**config.mk**
```make
export PLATFORM = sky130hd
export DESIGN_NAME = css_mcu0_el2_lsu_trigger_seq
export DESIGN_NICKNAME = d
export VERILOG_FILES = /design/src/rtl/css_mcu0_el2_pkg.sv /design/src/rtl/css_mcu0_el2_lsu_trig_cnt.sv /design/src/rtl/css_mcu0_el2_lsu_trigger_seq.sv
export SDC_FILE = /design/constraint.sdc
export NUM_CORES = 1
export LEC_CHECK = 0
export CAP_MARGIN = 40
export CELL_PAD_IN_SITES_DETAIL_PLACEMENT = 0
export CELL_PAD_IN_SITES_GLOBAL_PLACEMENT = 2
export CORE_UTILIZATION = 37
export CTS_CLUSTER_SIZE = 8
export DETAILED_ROUTE_END_ITERATION = 12
export PLACE_DENSITY = 0.88
export SYNTH_ARGS = -nofsm -noshare
export SYNTH_HDL_FRONTEND = slang
export SYNTH_SLANG_ARGS = --single-unit
```
**constraint.sdc**
```tcl
create_clock -name clk -period 3.6 [get_ports clk]
set_input_delay 0.36 -clock clk [delete_from_list [all_inputs] [get_ports clk]]
set_output_delay 0.36 -clock clk [all_outputs]
set_load 0.05 [all_outputs]
```
**src/rtl/css_mcu0_el2_pkg.sv**
```systemverilog
// Shared types and constants for the LSU trigger sequencer.
package css_mcu0_el2_pkg;

    localparam int NUM_TRIG = 4;

    typedef enum logic {TSEQ_IDLE, TSEQ_REQ} el2_trig_seq_state_t;

endpackage

```
**src/rtl/css_mcu0_el2_lsu_trig_cnt.sv**
```systemverilog
// Per-trigger hit-count threshold register and counter; fire is combinational on the qualified match.
module css_mcu0_el2_lsu_trig_cnt #(
    parameter int CNT_W = 8
) (
    input  logic             clk,
    input  logic             rst_l,
    input  logic             eff,
    input  logic             wr_en,
    input  logic [CNT_W-1:0] wdata,
    output logic             fire
);

    logic [CNT_W-1:0] thr_q, thr_d;
    logic [CNT_W-1:0] cnt_q, cnt_d;
    logic             at_thr;

    // cnt stays strictly below thr, so cnt+1 can never wrap.
    always_comb begin
        at_thr = (thr_q <= CNT_W'(1)) || ((cnt_q + CNT_W'(1)) == thr_q);
        fire   = eff & ~wr_en & at_thr;
        thr_d  = thr_q;
        cnt_d  = cnt_q;
        if (wr_en) begin
            thr_d = wdata;
            cnt_d = '0;
        end else if (eff) begin
            cnt_d = at_thr ? '0 : cnt_q + CNT_W'(1);
        end
    end

    always_ff @(posedge clk or negedge rst_l) begin
        if (!rst_l) begin
            thr_q <= '0;
            cnt_q <= '0;
        end else begin
            thr_q <= thr_d;
            cnt_q <= cnt_d;
        end
    end

endmodule

```
**src/rtl/css_mcu0_el2_lsu_trigger_seq.sv**
```systemverilog
// LSU trigger sequencer: qualifies and chains M-stage matches, applies hit-count thresholds,
// tracks sticky status and presents one held request/ack handshake to dec.
module css_mcu0_el2_lsu_trigger_seq
    import css_mcu0_el2_pkg::*;
#(
    parameter int CNT_W = 8
) (
    input  logic                clk,
    input  logic                rst_l,
    input  logic [NUM_TRIG-1:0] lsu_trig_match_m,
    input  logic                lsu_valid_m,
    input  logic                lsu_flush_m,
    input  logic [1:0]          trig_chain,
    input  logic [NUM_TRIG-1:0] trig_action,
    input  logic                cfg_wr_en,
    input  logic [1:0]          cfg_idx,
    input  logic [CNT_W-1:0]    cfg_wdata,
    input  logic [NUM_TRIG-1:0] hit_clr,
    input  logic                trig_ack,
    output logic                trig_req,
    output logic [NUM_TRIG-1:0] trig_req_hit,
    output logic                trig_req_action,
    output logic [NUM_TRIG-1:0] trig_hit_status,
    output logic                trig_overflow
);

    logic [NUM_TRIG-1:0] q, eff, fire;

    always_comb begin
        q   = lsu_trig_match_m & {NUM_TRIG{lsu_valid_m & ~lsu_flush_m}};
        eff = q;
        for (int p = 0; p < NUM_TRIG/2; p++) begin
            if (trig_chain[p]) begin
                eff[2*p]   = q[2*p] & q[2*p+1];
                eff[2*p+1] = q[2*p] & q[2*p+1];
            end
        end
    end

    for (genvar i = 0; i < NUM_TRIG; i++) begin : g_cnt
        css_mcu0_el2_lsu_trig_cnt #(.CNT_W(CNT_W)) u_cnt (
            .clk   (clk),
            .rst_l (rst_l),
            .eff   (eff[i]),
            .wr_en (cfg_wr_en && (cfg_idx == 2'(i))),
            .wdata (cfg_wdata),
            .fire  (fire[i])
        );
    end

    el2_trig_seq_state_t state_q, state_d;
    logic [NUM_TRIG-1:0] hit_q, hit_d, status_q, status_d;
    logic                act_q, act_d, ovf_q, ovf_d, ovf_set;
    logic                any_fire, fire_act;

    always_comb begin
        any_fire = |fire;
        fire_act = |(fire & trig_action);
        state_d  = state_q;
        hit_d    = hit_q;
        act_d    = act_q;
        ovf_set  = 1'b0;
        case (state_q)
            TSEQ_IDLE: begin
                if (any_fire) begin
                    state_d = TSEQ_REQ;
                    hit_d   = fire;
                    act_d   = fire_act;
                end
            end
            TSEQ_REQ: begin
                if (trig_ack && any_fire) begin
                    hit_d = fire;
                    act_d = fire_act;
                end else if (trig_ack) begin
                    state_d = TSEQ_IDLE;
                    hit_d   = '0;
                    act_d   = 1'b0;
                end else if (any_fire) begin
                    ovf_set = 1'b1;
                end
            end
            default: state_d = TSEQ_IDLE;
        endcase
        // New fires win over same-cycle clears for both status and overflow.
        status_d = (status_q & ~hit_clr) | fire;
        ovf_d    = ovf_set | (ovf_q & ~(|hit_clr));
    end

    always_ff @(posedge clk or negedge rst_l) begin
        if (!rst_l) begin
            state_q  <= TSEQ_IDLE;
            hit_q    <= '0;
            act_q    <= 1'b0;
            status_q <= '0;
            ovf_q    <= 1'b0;
        end else begin
            state_q  <= state_d;
            hit_q    <= hit_d;
            act_q    <= act_d;
            status_q <= status_d;
            ovf_q    <= ovf_d;
        end
    end

    assign trig_req        = (state_q == TSEQ_REQ);
    assign trig_req_hit    = hit_q;
    assign trig_req_action = act_q;
    assign trig_hit_status = status_q;
    assign trig_overflow   = ovf_q;

endmodule

```
==> summary.txt <==
Run status
  • Status: finished clean

Worst setup path
  • Crit-path cells: ha_1, nand3_2, or3_1, a2111o_1, a2111oi_2, o21ai_0, nand4_1, o311ai_0
  • Crit Path Category: reg -> reg
  • Crit. End Element: flop
  • Critical Path Start Type: flop
  • WP data required: 3.78 ns
  • Crit path buf inv count: 0
  • Max stage delay on crit path: 0.46 ns
  • CP delay by family, top: compound AO/OA/AOI/OAI gates
  • Arrival time worst endpoint: 3.09 ns
  • Crit path max fanout: 7
  • Slowest cell on crit path: dfrtp_1

Yosys
  • Count leader, synth: dfrtp_1
  • Seq cells post-synth: 75
  • Post-synth cell types: 58
  • YS warnings: 0
  • Top cells by count, synth: 75 x dfrtp_1, 40 x o21ai_0, 35 x mux2_2
  • Number of cells produced by synthesis: 427
  • Synth top area share: 44.09%
  • Synth Flop Type: dfrtp_1
  • Largest area contributor in the netlist: dfrtp_1
  • Post-synthesis sequential area ratio: 44.09%
  • Synth top area cells: dfrtp_1 44%, mux2_2 9.3%, o21ai_0 4.7%
  • Mapped Nets: 461
  • Mean Syn Cell Area: 9.969 um2
  • Post-synthesis async set-or-reset flop share: 100.0%
  • Synthesized area: 4257 um2
  • Post-synth EDFFs: 0

Placement
  • Gpl congestion: 0.7934
  • Final HPWL DP: 7257 um
  • Port Buffer Count: 40
  • Cell total after placement: 595

Clock network
  • Post-CTS setup buffer count: 0
  • Worst skew pair latency: 0.34 ns
  • Num CTS Buffers: 9
  • Root Driver: clkbuf_16
  • CTS Sinks: 75
  • Clk buf depth: 2
  • TritonCTS clock tree: done
  • CTS H-tree depth: 3
  • Clk slew on worst S/H paths: 0.06 ns

Drt
  • Final wirelength: 9885 um
  • TritonRoute pass-1 iters: 4
  • Post-route DRC: 0
  • Detail Route Antenna Nets: 0
  • Initial DRC count: 153
  • Vias per cell: 5.446
  • DR WL/cell: 16.15 um
  • Routed via count: 3333

Timing
  • Clk_skew: 0.008544 ns
  • RSZ-0062 raised after global routing: no
  • Crit share post-route: 80.79%
  • Slew Limit Fails: 0
  • Fmax: 0.3438 GHz
  • Least-Margin Pin Slew: 0.5489 ns
  • Setup violations, final: 0
  • Slew HR: 63.33%
  • Setup TNS: 0 ns
  • Hold Vio Cnt, Final: 0
  • Min cycle time layout: 2.908 ns

Power
  • Comb pwr share: 21.8%
  • Leakage: 2.109 nW
  • Sw Share: 30.15%
  • P_sw: 0.0007785 W
  • Sequential share of power: 42.0%
  • Power Dens Cells: 504.1 nW/um2
  • Clock power share: 36.2%
  • P_int: 0.001804 W
  • Maximum VDD drop: 0.2736 mV

Global route
  • Total GRT Usage: 18.53%
  • Pin count of the biggest net entering global routing: 47
  • Number of global-route vias before repair: 3286
  • Antenna violations before repair: 0
  • First-pass GRT wire length: 16810 um
  • Gr ovfl total: 0

Job
  • Max-cap violations: 0

Layout
  • Layout cells sized above 1: 13.14%
  • Post-route insts no fill: 612
  • # nets final: 501
  • Area growth syn-to-layout: 20.34%
  • Ant. Diodes: 0

Die
  • Initial Util: 38.59%
  • # IOs: 41
  • Core area: 11030 um2
  • Row count: 38
  • Die width: 109.3 um
  • Chip height: 109.3 um
  • Die ar.: 11940 um2

Min path
  • Hold Crit Class: in -> async
[registers in the layout, summed over array words and instances (netlist names)]
name,count
trig_hit_status,4
trig_overflow,1
trig_req_hit,4
g_cnt.u_cnt.thr_q,32
trig_req_action,1
trig_req,1
g_cnt.u_cnt.cnt_q,32
[path summary, 6_finish.rpt]
| check | start | to | slack [ns] | depth (start not counted) |
|---|---|---|---|---|
| max in group asynchronous | rst_l | g_cnt[0].u_cnt.thr_q[0]$_DFFE_PN0P_ | 2.53 | 3 |
| hold / removal | rst_l | g_cnt[2].u_cnt.cnt_q[2]$_DFFE_PN0P_ | 0.50 | 2 |
| hold reg to reg | g_cnt[2].u_cnt.cnt_q[7]$_DFFE_PN0P_ | g_cnt[2].u_cnt.cnt_q[7]$_DFFE_PN0P_ | 0.51 | 1 |
| setup / recovery | g_cnt[3].u_cnt.cnt_q[0]$_DFFE_PN0P_ | trig_req_hit[1]$_DFFE_PN0P_ | 0.69 | 8 |
| setup reg to reg | g_cnt[3].u_cnt.cnt_q[0]$_DFFE_PN0P_ | trig_req_hit[1]$_DFFE_PN0P_ | 0.69 | 8 |
| min in group clk | g_cnt[2].u_cnt.cnt_q[7]$_DFFE_PN0P_ | g_cnt[2].u_cnt.cnt_q[7]$_DFFE_PN0P_ | 0.51 | 1 |
[layout make-up]
type	instances	area (um2)
fill	1043	5908
tap	140	175.2
clock buffer	13	260.3
timing repair buffer	46	465.4
sequential	75	1877
clock inverter	3	46.29
multi-input combinational	316	2227
inverter	19	71.32
[per-layer routing]
layer | global-route usage, % | vias up | share of wire, %
li1 | - | 1634 | -
met1 | 25.42 | 1636 | 49
met2 | 29.02 | 51 | 46
met3 | 4.244 | 12 | 3.6
met4 | 5.619 | 0 | 1.2
met5 | 0 | - | 0
[cells by family (layout without fill, tap and decap cells)]
group           Yosys count  in the layout  share of synthesized area [%]
flops                    75             75                          44.09
buf+inv                  36             81                          3.586
simple gates            144            144                          18.81
mux                      36             36                          9.494
xor+xnor                 38             38                          7.819
compound gates           94             94                          15.02
fa+ha+maj                 4              4                          1.176
[cell usage in the layout, fill, tap and decap left out, types with 16 or more instances in the layout]
master,Yosys,layout
clkdlybuf4s50_1,0,39
dfrtp_1,75,75
inv_1,19,19
mux2_2,35,35
nand2_1,29,29
nand3_1,23,23
o21ai_0,40,40
xnor2_1,22,22
xor2_1,16,16
[power by group through the flow]
| stage | Combinational (W) | Clock (W) | Sequential, W |
|---|---|---|---|
| finish | 0.000562 | 0.000935 | 0.00109 |
| floorplan | 0.000301 | 0 | 0.00116 |
| global route | 0.000620 | 0.000995 | 0.00110 |
| detailed placement | 0.000565 | 0 | 0.00110 |
| CTS | 0.000567 | 0.000956 | 0.00109 |
| global placement | 0.000550 | 0 | 0.00110 |
[through the flow]
stage	hold slack (ns)	area, um2	total power [W]	setup slack (ns)	utilization (%)
finish	0.4986	5122	0.002582	0.6916	46.44
global route	0.5380	5122	0.002719	0.4799	46.44
CTS	0.5148	5122	0.002610	0.6953	46.44
detailed placement	0.3315	4806	0.001665	0.7195	43.57
global placement	0.5004	4778	0.001648	0.7814	43.32
floorplan	0.06441	4257	0.001461	0.9720	-
[worst register-to-register path: cells and delay by family, from the launching register on]
family          cells  cell delay [ns]
fa+ha+maj           1             0.29
simple gates        3             0.77
compound gates      4             1.23
flops               1             0.46
[what timing repair did]
action	4_1_cts	5_1_grt
gates resized for setup	0	0
hold buffers	1	0
endpoints found under the hold margin	29	0
Power figures use the tool's default switching activity.
